<file path="src/rtl/convert_outputs.sv">
// Output converter for the FP add/sub datapath: narrows a double result to single
// precision with IEEE rounding (or passes it through) behind a 2-stage valid/ready pipe.
module convert_outputs #(
    parameter int NONE_PIPE = 0
) (
    input  logic        clk,
    input  logic        reset_n,
    input  logic        valid_in,
    output logic        ready_in,
    input  logic [63:0] result_in,
    input  logic        P,
    input  logic [1:0]  rm,
    output logic        valid_out,
    input  logic        ready_out,
    output logic [63:0] result_out,
    output logic [3:0]  flags_out
);

    typedef struct packed {
        logic        sign;
        logic        is_zero;
        logic        is_den;
        logic        is_inf;
        logic        is_qnan;
        logic        is_snan;
        logic        is_norm;
        logic [11:0] e_s;
        logic [22:0] f_k;
        logic        g;
        logic        s;
        logic        inc;
        logic        p;
        logic [1:0]  rm;
        logic [63:0] raw;
    } s1_t;

    localparam logic [31:0] SP_QNAN = 32'h7FC0_0000;

    s1_t         s1_d_s;
    s1_t         s1_q_s;
    logic        s1_valid_s;
    logic        s1_adv_s;
    logic [23:0] m_s;
    logic [11:0] e_f_s;
    logic [31:0] sp_s;
    logic [63:0] res_s;
    logic [3:0]  flg_s;

    assign s1_adv_s = ~valid_out | ready_out;

    // Stage-1 decode: classify the double and precompute SP exponent and rounding increment
    always_comb begin
        s1_d_s         = '0;
        s1_d_s.sign    = result_in[63];
        s1_d_s.is_zero = (result_in[62:52] == 11'd0)     && (result_in[51:0] == 52'd0);
        s1_d_s.is_den  = (result_in[62:52] == 11'd0)     && (result_in[51:0] != 52'd0);
        s1_d_s.is_inf  = (result_in[62:52] == 11'h7FF)   && (result_in[51:0] == 52'd0);
        s1_d_s.is_qnan = (result_in[62:52] == 11'h7FF)   && result_in[51];
        s1_d_s.is_snan = (result_in[62:52] == 11'h7FF)   && !result_in[51] && (result_in[50:0] != 51'd0);
        s1_d_s.is_norm = (result_in[62:52] != 11'd0)     && (result_in[62:52] != 11'h7FF);
        s1_d_s.e_s     = {1'b0, result_in[62:52]} - 12'd896;
        s1_d_s.f_k     = result_in[51:29];
        s1_d_s.g       = result_in[28];
        s1_d_s.s       = |result_in[27:0];
        s1_d_s.p       = P;
        s1_d_s.rm      = rm;
        s1_d_s.raw     = result_in;
        case (rm)
            2'b00:   s1_d_s.inc = result_in[28] & ((|result_in[27:0]) | result_in[29]);
            2'b01:   s1_d_s.inc = 1'b0;
            2'b10:   s1_d_s.inc = (result_in[28] | (|result_in[27:0])) & ~result_in[63];
            2'b11:   s1_d_s.inc = (result_in[28] | (|result_in[27:0])) & result_in[63];
            default: s1_d_s.inc = 1'b0;
        endcase
    end

    generate
        if (NONE_PIPE == 0) begin : g_s1_reg
            logic s1_valid_r;
            s1_t  s1_q_r;

            // Stage-1 register: loads whenever the stage is empty or stage 2 takes its contents
            always_ff @(posedge clk) begin
                if (!reset_n) begin
                    s1_valid_r <= 1'b0;
                    s1_q_r     <= '0;
                end else if (ready_in) begin
                    s1_valid_r <= valid_in;
                    if (valid_in) begin
                        s1_q_r <= s1_d_s;
                    end
                end
            end

            assign s1_valid_s = s1_valid_r;
            assign s1_q_s     = s1_q_r;
            assign ready_in   = ~s1_valid_r | s1_adv_s;
        end else begin : g_s1_comb
            assign s1_valid_s = valid_in;
            assign s1_q_s     = s1_d_s;
            assign ready_in   = s1_adv_s;
        end
    endgenerate

    // Stage-2 pack: round, detect overflow/flush and build the packed word and flags
    always_comb begin
        m_s   = {1'b0, s1_q_s.f_k} + {23'd0, s1_q_s.inc};
        e_f_s = s1_q_s.e_s + {11'd0, m_s[23]};
        sp_s  = 32'd0;
        flg_s = 4'd0;
        res_s = 64'd0;
        if (!s1_q_s.p) begin
            res_s = s1_q_s.raw;
        end else begin
            if (s1_q_s.is_zero) begin
                sp_s = {s1_q_s.sign, 31'd0};
            end else if (s1_q_s.is_inf) begin
                sp_s = {s1_q_s.sign, 8'hFF, 23'd0};
            end else if (s1_q_s.is_qnan || s1_q_s.is_snan) begin
                sp_s     = SP_QNAN;
                flg_s[3] = s1_q_s.is_snan;
            end else if (s1_q_s.is_den || ($signed(s1_q_s.e_s) <= $signed(12'd0))) begin
                sp_s  = {s1_q_s.sign, 31'd0};
                flg_s = 4'b0011;
            end else if ($signed(e_f_s) >= $signed(12'd255)) begin
                flg_s = 4'b0101;
                // Directed modes saturate to max-finite on the side they round away from
                case (s1_q_s.rm)
                    2'b00:   sp_s = {s1_q_s.sign, 8'hFF, 23'd0};
                    2'b01:   sp_s = {s1_q_s.sign, 31'h7F7F_FFFF};
                    2'b10:   sp_s = s1_q_s.sign ? {1'b1, 31'h7F7F_FFFF} : {1'b0, 8'hFF, 23'd0};
                    2'b11:   sp_s = s1_q_s.sign ? {1'b1, 8'hFF, 23'd0} : {1'b0, 31'h7F7F_FFFF};
                    default: sp_s = {s1_q_s.sign, 8'hFF, 23'd0};
                endcase
            end else begin
                sp_s     = {s1_q_s.sign, e_f_s[7:0], m_s[22:0]};
                flg_s[0] = s1_q_s.g | s1_q_s.s;
            end
            res_s = {sp_s, 32'd0};
        end
    end

    // Stage-2 / output register: holds while downstream stalls
    always_ff @(posedge clk) begin
        if (!reset_n) begin
            valid_out  <= 1'b0;
            result_out <= 64'd0;
            flags_out  <= 4'd0;
        end else if (s1_adv_s) begin
            valid_out <= s1_valid_s;
            if (s1_valid_s) begin
                result_out <= res_s;
                flags_out  <= flg_s;
            end
        end
    end

endmodule

</file>
<file path="config.mk">
export PLATFORM = sky130hd
export DESIGN_NAME = convert_outputs
export DESIGN_NICKNAME = d
export VERILOG_FILES = /design/src/rtl/convert_outputs.sv
export SDC_FILE = /design/constraint.sdc
export NUM_CORES = 1
export LEC_CHECK = 0
export BUFFER_PORTS_ARGS = -buffer_cell sky130_fd_sc_hd__buf_4
export CAP_MARGIN = 20
export CORE_UTILIZATION = 43
export CTS_BUF_LIST = sky130_fd_sc_hd__clkbuf_16
export CTS_CLUSTER_DIAMETER = 30
export DETAILED_ROUTE_END_ITERATION = 8
export HOLD_SLACK_MARGIN = 0.15
export SYNTH_ARGS = -nofsm -noshare
export SYNTH_HDL_FRONTEND = slang
export SYNTH_SLANG_ARGS = --single-unit
</file>
<file path="constraint.sdc">
create_clock -name clk -period 9.35 [get_ports clk]
set_clock_uncertainty 0.15 [all_clocks]
set_input_delay 0 -clock clk [delete_from_list [all_inputs] [get_ports clk]]
set_output_delay 0 -clock clk [all_outputs]
set_load 0.02 [all_outputs]
</file>
* Word level (Yosys, flattened, before mapping)
Index checks and enable logic that the tools add are counted.
** Storage, ports and cells
- Input bits :: 71
- Bits in registers :: 181
- Output and inout bits :: 70
- Word-level logic and storage cells :: 77
** Operators by class
- Bitwise logic cells :: 11
- Equality and inequality tests :: 7
- Reduce and logical (&&, ||, !) cells :: 18
- $add $sub $neg :: 3
- $lt $le $gt $ge :: 2
- Multiplexer cells :: 18
** Operators with widths (count)
- $mux W32 :: 7
- $pmux W32 S4 :: 1
- $mux W64 :: 1
- $logic_not A52 Y1 :: 1
- $reduce_bool A52 Y1 :: 1
- $reduce_bool A51 Y1 :: 1
- $reduce_or A28 Y1 :: 1
- $add A23 B1 Y24 :: 1
- $mux W4 :: 4
- $add A12 B1 Y12 :: 1
- $ge A12 B9 Y1 const B :: 1
- $le A12 B1 Y1 const B :: 1
- $sub A11 B10 Y12 const B :: 1
- $eq A11 B11 Y1 const B :: 1
- $logic_not A11 Y1 :: 1
- $eq A2 B2 Y1 const B :: 4
- $logic_and A1 B1 Y1 :: 6
- $or A1 B1 Y1 :: 5
- $eq A2 B1 Y1 const B :: 2
- $logic_not A2 Y1 :: 2
- $pmux W1 S4 :: 1
- $reduce_and A2 Y1 :: 2
- $and A1 B1 Y1 :: 3
- $mux W3 :: 1
- other kinds (5) :: 9

* Logic depth before layout (Yosys ltp)
- Word-level depth :: 9
- Depth in mapped cells :: 15
- Mapped depth without buffers :: 13

* Worst setup path before layout
OpenSTA, ideal clock, no wires.
- Path type :: register to register
- Start point :: register g_s1_reg.s1_q_r[84] (netlist bit)
- End point :: register result_out[39]
- Period minus slack after synthesis :: 3.760 ns
- Required time :: 9.081 ns
- Cell stages (with the launch flop) :: 15
- Setup time :: 0.119 ns
- Path buffers :: 2
- Slack :: 5.590 ns
- Data arrival time :: 3.491 ns
- Cells stage by stage :: dfxtp_1 > nand3_1 > or3_1 > clkbuf_1 > nor3_1 > and3_1 > ha_1 > ha_1 > nand3_2 > or3_1 > a2111o_1 > a211oi_4 > buf_4 > a211oi_1 > o221a_2
** Between the ends
- Cells in the longest elaborated chain, start to end :: 9
** Ends and longest elaborated chain
- start: declaration :: line 80 : s1_t s1_q_r;
- start signal: assignment :: line 90 : s1_q_r <= s1_d_s;
- $add A23 B1 Y24 :: line 107 : m_s = {1'b0, s1_q_s.f_k} + {23'd0, s1_q_s.inc};
- $add A12 B1 Y12 :: line 108 : e_f_s = s1_q_s.e_s + {11'd0, m_s[23]};
- $ge A12 B9 Y1 :: line 125 : end else if ($signed(e_f_s) >= $signed(12'd255)) begin
- $mux W32 :: line 125
- $mux W32 :: line 122 : end else if (s1_q_s.is_den || ($signed(s1_q_s.e_s) <= $signed(12'd0))) begin
- $mux W32 :: line 119 : end else if (s1_q_s.is_qnan || s1_q_s.is_snan) begin
- $mux W32 :: line 117 : end else if (s1_q_s.is_inf) begin
- $mux W32 :: line 115 : if (s1_q_s.is_zero) begin
- $mux W64 :: line 112 : if (!s1_q_s.p) begin
- end signal: assignment :: line 152 : result_out <= res_s;
- end: declaration :: line 15 : output logic [63:0] result_out,
No other way between the ends.
A chain may end at the register's enable or synchronous reset.

* Final worst setup path
- Start point :: register g_s1_reg.s1_q_r[70] (netlist bit)
- End point :: register result_out[37]
** Between the ends
- Cells in the longest elaborated chain, start to end :: 9
** Ends and longest elaborated chain (line)
- $add A23 B1 Y24 * :: 107
- $add A12 B1 Y12 :: 108
- $ge A12 B9 Y1 :: 125
- $mux W32 * :: 125
- $mux W32 * :: 122
- $mux W32 * :: 119
- $mux W32 * :: 117
- $mux W32 * :: 115
- $mux W64 * :: 112
Mark *: on every way between the ends. The rest lies on a longest branch, timed or not.

==> impl_metrics.tcl <==
set metrics [dict create \
    viasPerCell 5.31 \
    syn-num-nets 917 \
    clock_latency_ps 420 \
    r2r-end "result_out[37]$_SDFFE_PN0P_" \
    ys_ff_latch 149 \
    area_growth_pct 37.7 \
    cp_slowest_stage_delay_ps 910 \
    tns_ps 0 \
    io_buffers 140 \
    ant_nets 0 \
    synthDistinctLibCells 50 \
    die_w_um 130 \
    total_power_mw 1.62 \
    reg2reg_depth 13 \
    finalNonFillerCells 1266 \
    core_area_mm2 0.0159 \
    synth_cells 841 \
    synth.avg_cell_area_um2 8.32 \
    totalWireLength_mm 20.8 \
    initial_utilization_pct 44.1 \
    final_cell_mix "nand2_1 (199), dfxtp_1 (149), buf_4 (147), a21boi_0 (106), dlygate4sd3_1 (94)" \
    hold_class "in -> reg" \
    critPathBufInv 0 \
    critPathTopFamily "compound AO/OA/AOI/OAI gates" \
    status "finished clean" \
    path_common_cell "ha_1" \
    setup_violations 0 \
    power_switching_uw 408 \
    slew_violations 0 \
    gr-usage-all-layers_pct 25.3 \
    period_minus_slack_ps 4630 \
    crit_chain "ha_1 > and4_1 > nand2_1 > nor3_1 > and3_1 > ha_1 > ha_1 > nand3_2 > or3_1 > a2111o_1 > a211oi_4 > a211oi_1 > o221a_2" \
    async_flop_share_pct 0 \
    cts-root-buf "clkbuf_16" \
    cts_num_sinks 149 \
    pre_cts_ws_ps 4770 \
    hold_viol_final 0 \
    vdd_drop_max_mv 0.132 \
    die-area_mm2 0.0168 \
    drive_above_1_share_pct 19.0 \
    comb_power_share_pct 14.4 \
    hold_path_end "g_s1_reg.s1_q_r[100]$_SDFFE_PN0P_" \
    postPlaceCellArea_mm2 0.00810 \
    cts_buffer_depth 2 \
    worstPathArrival_ps 4790 \
    antenna_cells 0 \
    cp_max_fo 24 \
    yosysSeqAreaShare_pct 42.6 \
    first_iter_violations 427 \
    clock.fmax_mhz 216 \
    hold_path_depth 3 \
    final_common_cell "nand2_1" \
    dieHeight_um 130 \
    crit_required_ps 9510 \
    worstMarginPinSlew_ps 1040 \
    synth_edf_count 0 \
    critPathSlowestCell "a211oi_4" \
    setup_ws_ps 4720 \
    cap_violations 0 \
    fin_nets 1114 \
    vias 6728 \
    p_int_mw 1.21 \
    cts_setup_buffers 0 \
    wl_per_cell_um 16.4 \
    yosys_warnings 0 \
    grt_pass1_wl_mm 33.0 \
    power_frac_seq_pct 42.6 \
    grt_pass1_vias 6608 \
    p_sw_share_pct 25.1 \
    io_pins 141 \
    drc_errors 0 \
    h-tree-depth 4 \
    grt_max_degree 99 \
    place_hpwl_mm 13.3 \
    numCtsBuffers 17 \
    p_per_area_mw_per_mm2 168 \
    overflow 0 \
    fin_crit_sh_pct 49.5 \
    synth-main-ff-cell "dfxtp_1" \
    crit_type "reg -> reg" \
    leakage_nw 3.72 \
    place.gp.congestion 0.918 \
    drt_first_pass_iters 4 \
    dpl.cell_count 1141 \
    reg2reg_slack_ps 4720 \
    cts_resized 0 \
    clk_pin_slew_ps 60 \
    netlist_area_mm2 0.00700 \
    max-slew-margin-rel_pct 30.4 \
    rr_startpoint "g_s1_reg.s1_q_r[70]$_SDFFE_PN0P_" \
    cts_tree "done" \
    finalInstanceArea_mm2 0.00964 \
    antenna_found_initial 0 \
    min-delay-start "result_in[59]" \
    rsz0062_at_grt "no" \
    power.share.clock_pct 43.0 \
    num_rows 46 \
    cp-end-kind "flip-flop" \
    startpoint_type "flip-flop" \
]
flip-flops by register name, summed over array words and instances (netlist names):
register,count
valid_out,1
g_s1_reg.s1_valid_r,1
result_out,64
g_s1_reg.s1_q_r,79
flags_out,4
worst max path at each step:
stage                                   to                             start  slack (ps)  cells past startpoint
4_1_cts        result_out[37]$_SDFFE_PN0P_  g_s1_reg.s1_q_r[70]$_SDFFE_PN0P_        4730                     13
3_3_place_gp   result_out[38]$_SDFFE_PN0P_  g_s1_reg.s1_q_r[70]$_SDFFE_PN0P_        4970                     13
5_1_grt        result_out[45]$_SDFFE_PN0P_  g_s1_reg.s1_q_r[70]$_SDFFE_PN0P_        4410                     13
6_report       result_out[37]$_SDFFE_PN0P_  g_s1_reg.s1_q_r[70]$_SDFFE_PN0P_        4720                     13
3_5_place_dp   result_out[37]$_SDFFE_PN0P_  g_s1_reg.s1_q_r[70]$_SDFFE_PN0P_        4770                     13
2_1_floorplan  result_out[39]$_SDFFE_PN0P_  g_s1_reg.s1_q_r[84]$_SDFFE_PN0P_        5590                     14
cell families after synthesis:
family | synth area share (%)
adders and majority gates | 0.894
xor gates and xnor gates | 3.63
DFF | 42.6
muxes | 0.161
buffers and inverters | 5.11
and+or+nand+nor | 23.7
AOI/OAI and AO/OA | 23.9
power by group through the flow:
stage          clock (mW)  combinational, mW  sequential [mW]
5_1_grt             0.737              0.255            0.695
6_report            0.697              0.234            0.691
3_3_place_gp            0              0.198            0.703
4_1_cts             0.709              0.233            0.691
3_5_place_dp            0              0.201            0.704
2_1_floorplan           0              0.113            0.713
metal layers:
layer	GRT usage, %	up-vias	part of all wire, %
met5	0	-	0
met4	8.14	0	1.9
met3	5.20	24	4.7
met2	42.3	169	48
met1	32.6	3196	45
li1	-	3339	-
cell type report:
type	count	area, um^2
inverters	21	78.8
clock buffers	17	425
repair buffers	241	2040
well taps	216	270
fillers	1482	6250
flip-flops and latches	149	2980
multi-input cells	608	3670
clock inverters	14	168
stage by stage:
stage	hold slack (ps)	utilization [%]
after floorplan	-60.1	-
after global placement	79.5	51.0
after detailed placement	79.0	51.0
after CTS	182	60.7
after global routing	203	60.7
final	198	60.7
worst register-to-register path, delay by kind of cell, from the launching register on:
kind	cells	cell delay, ps
AO/OA/AOI/OAI	4	1830
adder cells (fa/ha/maj)	3	630
flip-flops	1	360
AND/OR/NAND/NOR	6	1560
Yosys cell counts, types with 3 or more instances:
library cell | number | share of area, %
nor3_1 | 10 | 0.72
nor2b_1 | 7 | 0.63
nand2b_1 | 17 | 1.5
a21boi_0 | 106 | 11
clkbuf_1 | 55 | 3.0
nand4_1 | 9 | 0.80
ha_1 | 5 | 0.89
o21ai_0 | 39 | 2.8
dfxtp_1 | 149 | 43
and3_1 | 3 | 0.27
a31oi_1 | 19 | 1.7
o221a_2 | 14 | 2.3
and2_1 | 6 | 0.54
a211o_1 | 9 | 1.1
xnor2_1 | 23 | 2.9
nor4_1 | 23 | 2.1
nand3b_1 | 32 | 3.4
or3_1 | 4 | 0.36
nand3_1 | 17 | 1.2
a21oi_1 | 6 | 0.43
inv_1 | 21 | 1.1
nand2_1 | 200 | 11
a211oi_1 | 15 | 1.6
xor2_1 | 6 | 0.75
nor2_1 | 10 | 0.54
o211ai_1 | 4 | 0.43
repair_timing:
item                                    4_1_cts  5_1_grt
hold endpoints to repair                    109        0
endpoints found under the setup margin        0        0
hold buffers                                 94        0
No activity file was read; power rests on OpenSTA's default activity.
